`config.mk`:
```
export PLATFORM = sky130hd
export DESIGN_NAME = hpdcache_store_limiter
export DESIGN_NICKNAME = d
export VERILOG_FILES = /design/src/rtl/hpdcache_store_limiter.sv
export SDC_FILE = /design/constraint.sdc
export NUM_CORES = 1
export LEC_CHECK = 0
export ABC_AREA = 1
export CAP_MARGIN = 25
export CORE_AREA = 10 10 106 108
export DETAILED_ROUTE_END_ITERATION = 12
export DIE_AREA = 0 0 116 118
export DONT_BUFFER_PORTS = 1
export GPL_TIMING_DRIVEN = 0
export PLACE_DENSITY = 0.39
export SLEW_MARGIN = 20
export SYNTH_ARGS = -nofsm -noshare
export SYNTH_HDL_FRONTEND = slang
export SYNTH_SLANG_ARGS = --single-unit
export TNS_END_PERCENT = 50
```
`constraint.sdc`:
```
create_clock -name clk_i -period 3.8 [get_ports clk_i]
set_input_delay 1.14 -clock clk_i [delete_from_list [all_inputs] [get_ports clk_i]]
set_output_delay 1.14 -clock clk_i [all_outputs]
set_load 0.02 [all_outputs]
```
`src/rtl/hpdcache_store_limiter.sv`:
```
// Store limiter between the CVA6 store unit and the HPDcache write port:
// tags stores with free TIDs, caps in-flight stores and runs the fence drain handshake.
module hpdcache_store_limiter #(
   parameter int unsigned MaxOutstandingStores = 7,
   parameter int unsigned TidWidth             = 3,
   parameter int unsigned AddrWidth            = 64,
   parameter int unsigned DataWidth            = 64,
   localparam int unsigned NumTid   = 2 ** TidWidth,
   localparam int unsigned Cap      = (MaxOutstandingStores < NumTid) ? MaxOutstandingStores : NumTid,
   localparam int unsigned CntWidth = $clog2(Cap + 1),
   localparam int unsigned BeWidth  = DataWidth / 8
) (
   input  logic                 clk_i,
   input  logic                 rst_i,
   input  logic                 st_valid_i,
   output logic                 st_ready_o,
   input  logic [AddrWidth-1:0] st_addr_i,
   input  logic [DataWidth-1:0] st_data_i,
   input  logic [BeWidth-1:0]   st_be_i,
   output logic                 dc_valid_o,
   input  logic                 dc_ready_i,
   output logic [AddrWidth-1:0] dc_addr_o,
   output logic [DataWidth-1:0] dc_data_o,
   output logic [BeWidth-1:0]   dc_be_o,
   output logic [TidWidth-1:0]  dc_tid_o,
   input  logic                 rsp_valid_i,
   input  logic [TidWidth-1:0]  rsp_tid_i,
   input  logic                 drain_req_i,
   output logic                 drained_o,
   output logic [CntWidth-1:0]  outstanding_o,
   output logic                 spurious_o,
   output logic [1:0]           fsm_state_o
);

   // Handshake: dc_valid_o is computed without looking at dc_ready_i; a
   // store transfers (and st_ready_o rises) only when valid and ready are both high.

   typedef enum logic [1:0] {
      ST_IDLE  = 2'd0,
      ST_DRAIN = 2'd1,
      ST_DONE  = 2'd2
   } state_e;

   state_e              state, state_next;
   logic [NumTid-1:0]   bitmap, bitmap_next;
   logic [CntWidth-1:0] cnt, cnt_next;
   logic                spurious_q;
   logic [TidWidth-1:0] free_tid;
   logic                full;
   logic                alloc;
   logic                free_hit;

   // Lowest clear TID, looking at the registered bitmap only.
   always_comb begin
      logic found;
      free_tid = '0;
      found    = 1'b0;
      for (int i = 0; i < NumTid; i++) begin
         if (!found && !bitmap[i]) begin
            free_tid = TidWidth'(i);
            found    = 1'b1;
         end
      end
   end

   assign full       = (cnt == CntWidth'(Cap));
   assign dc_valid_o = st_valid_i && !full && (state == ST_IDLE);
   assign st_ready_o = dc_valid_o && dc_ready_i;
   assign dc_addr_o  = st_addr_i;
   assign dc_data_o  = st_data_i;
   assign dc_be_o    = st_be_i;
   assign dc_tid_o   = free_tid;

   assign alloc    = st_ready_o;
   assign free_hit = rsp_valid_i && bitmap[rsp_tid_i];

   // alloc and free never hit the same TID: the allocated bit is clear in bitmap.
   always_comb begin
      bitmap_next = bitmap;
      if (alloc)    bitmap_next[free_tid]  = 1'b1;
      if (free_hit) bitmap_next[rsp_tid_i] = 1'b0;
      case ({alloc, free_hit})
         2'b10:   cnt_next = cnt + 1'b1;
         2'b01:   cnt_next = cnt - 1'b1;
         default: cnt_next = cnt;
      endcase
   end

   always_comb begin
      state_next = state;
      case (state)
         ST_IDLE:  if (drain_req_i) state_next = ST_DRAIN;
         ST_DRAIN: if (cnt == '0)   state_next = ST_DONE;
         ST_DONE:  state_next = ST_IDLE;
         default:  state_next = ST_IDLE;
      endcase
   end

   always_ff @(posedge clk_i) begin
      if (rst_i) begin
         state      <= ST_IDLE;
         bitmap     <= '0;
         cnt        <= '0;
         spurious_q <= 1'b0;
      end else begin
         state      <= state_next;
         bitmap     <= bitmap_next;
         cnt        <= cnt_next;
         spurious_q <= rsp_valid_i && !bitmap[rsp_tid_i];
      end
   end

   assign drained_o     = (state == ST_DONE);
   assign outstanding_o = cnt;
   assign spurious_o    = spurious_q;
   assign fsm_state_o   = state;

endmodule

```
==> metrics <==
mapped cell area 0.00195 mm2; Peak Freq 363 MHz; synthesized area per cell 7.02 um2; Port Buffers 0; run status completed; DIE HEIGHT 118 um; crit path max-delay cell type dfxtp_1; area delta synth->final 9.97%; Worst-Skew Late Latency 0.25 ns; Worst path depth 5; DPL Wire Length 6.54 mm; Final Setup Violations 0; Synth cell types 26; CP delay by family, top simple AND/OR/NAND/NOR gates; DRT antenna net count 0; Req. time, crit path 2.66 ns; Layout Skew 0.00370 ns; H-Tree Depth 1; placed cells 388; register share of total power 0.280; # DRC 0; Setup TNS Final 0 ns; crit path buf inv count 0; Rel. slew slack 0.550; clock power share 0.257; clock buffer depth 2; syn nets 424; RSZ-0062 raised after global routing no; sequential share of the synthesized area 0.144; postcts setup bufs 0; CP max FO 5; GP Congestion 0.711; cts repair resizes 0; layout cells sized above 1 0.566; final setup margin 1.05 ns; Layout Cells excl Fill 392; Max Cap Viol 0; DIE WIDTH 116 um; leakage power 0.00110 uW; critical path cell sequence nand2_2, nor3_4, nand3_2, or2_1, nand3_1; Vias/cell 3.99; Hold Path Cell Cnt 2; R2R depth 11; Ant. Diodes 0; Pint 350 uW; crit path launch type flip-flop; Final Cycle Share 0.724; multi-input logic area 518 um2; Max Transition Viols Final 0; Post-Route WL 7.10 mm; Worst-path clk slew 0.06 ns; DRT iter0 DRCs 35; initial antenna violation count 0; FF+latch count, synth 14; Tmin final 2.75 ns; Setup WS pre-CTS 0.800 ns; main flop type after synthesis dfxtp_1; Min-Delay Path Class reg -> reg; CTS tree built; # rows 35; hold_buf cts 0; Setup Crit Path Kind reg -> out; crit end category output port; First-pass DRT Iterations 4; I/O pin cnt 293; Net Switching 226 uW; total CTS buffers 3; YS warnings 0; critical path's largest stage delay 0.39 ns; Reg area 280 um2; total gr overflow 0; Final Net Count 429; die area 0.0137 mm2; Filler cells 997; largest net degree at the start of global routing 11; Max IR drop VDD 0.129 mV; Initial Utilization 0.214; root buf cell clkbuf_8; Slew @ Worst Pin 0.674 ns; vias in the first global route 1883; Final Hold Vio Count 0; Syn Inst Count 277; async set-or-reset flop fraction in the synthesized netlist 0; PwrDens 269 mW/mm2; Clock Sinks 14; Sw Ratio 0.392; worst path arrival time 1.61 ns; GR Util All Layers 0.0871; combinational group share of total power 0.463; first-pass GRT wire length 9.72 mm; wire per inst 18.1 um; number of flops mapped to enable cells by yosys 0; via count 1566; CORE AREA 0.00911 mm2
==> power by group through the flow <==
stage                     sequential [uW]  combinational [uW]  clock (uW)
after global routing                  163                 282         163
after global placement                165                 275           0
after detailed placement              165                 273           0
final                                 161                 267         148
after CTS                             162                 273         155
after floorplan                       163                 246           0
==> metal layers <==
layer	track usage	share of wire	up-vias
li1	-	-	728
met1	0.0635	0.28	680
met2	0.180	0.55	154
met3	0.0510	0.16	4
met4	0.0172	0.0046	0
met5	0	0	-
==> synthesized netlist by cell type (3+ instances only) <==
library cell,instances,area share
buf_4,137,0.53
nand2_1,29,0.056
inv_1,22,0.042
nand3_1,15,0.039
dfxtp_1,14,0.14
nor2_1,11,0.021
a21oi_1,9,0.023
nor3_1,9,0.023
o21ai_0,5,0.013
inv_2,3,0.0058
nand2_2,3,0.0096
nand3_2,3,0.015
nor2_2,3,0.0096
==> final cells by class <==
type / count / area share
plain buffers: 139 / 0.488
clock buffers: 4 / 0.0257
inverters: 26 / 0.0480
multi-input cells: 98 / 0.242
flip-flops and latches: 14 / 0.131
well taps: 111 / 0.0649
==> sequential cells by signal (all words and copies together), names as in the netlist <==
register and flops:
bitmap 8, fsm_state_o 2, outstanding_o 3, spurious_o 1
==> worst reg2reg max path: cells and delay by family (launching register included) <==
family                   cells  cell delay (ns)
AO/OA/AOI/OAI                4             0.47
AND/OR/NAND/NOR              3             0.38
buffers and inverters        2             0.18
adder cells (fa/ha/maj)      2             0.54
flip-flops                   1             0.52
==> cells in the final DEF (no fill, tap or decap) <==
cell type / netlist / final
or2_1: 1 / 1
o21ai_1: 2 / 2
nor2_1: 11 / 11
inv_6: 1 / 1
buf_6: 1 / 1
fa_1: 1 / 1
o21bai_1: 1 / 1
nand2_1: 29 / 29
nor2_2: 3 / 3
nand3_1: 15 / 15
inv_2: 3 / 3
nor2_4: 1 / 1
a31oi_1: 1 / 1
o2111ai_1: 1 / 1
buf_4: 137 / 137
nor3_4: 1 / 1
nor3_1: 9 / 9
nand2_4: 1 / 1
inv_1: 22 / 22
nand3_2: 3 / 3
nand2_2: 3 / 3
a21oi_1: 9 / 9
o21ai_0: 5 / 5
ha_1: 1 / 1
buf_2: 1 / 1
clkbuf_8: 0 / 4
dfxtp_1: 14 / 14
==> path summary, 6_finish.rpt <==
kind	start	endpoint	slack, ns
min	bitmap[7]$_SDFF_PP0_	bitmap[7]$_SDFF_PP0_	0.52
max reg2reg	outstanding_o[1]$_SDFFE_PP0P_	outstanding_o[2]$_SDFFE_PP0P_	1.60
min reg2reg	bitmap[7]$_SDFF_PP0_	bitmap[7]$_SDFF_PP0_	0.52
max	bitmap[1]$_SDFF_PP0_	dc_tid_o[2]	1.05
==> cell families after synthesis <==
kind of cell / count (synthesis) / share of synthesized area
adder cells (fa/ha/maj): 2 / 0.0167
AO/OA/AOI/OAI: 19 / 0.0527
AND/OR/NAND/NOR: 77 / 0.197
buffers and inverters: 165 / 0.590
flip-flops: 14 / 0.144
==> through the flow <==
stage	area [um2]	hold WS, ns	utilization	total power, uW
4_1_cts	2140	0.529	0.235	589
3_5_place_dp	2080	0.512	0.229	438
6_report	2140	0.517	0.235	576
3_3_place_gp	2080	0.503	0.229	440
2_1_floorplan	1950	0.473	-	409
5_1_grt	2140	0.584	0.235	607
No activity file was read; power rests on OpenSTA's default activity.
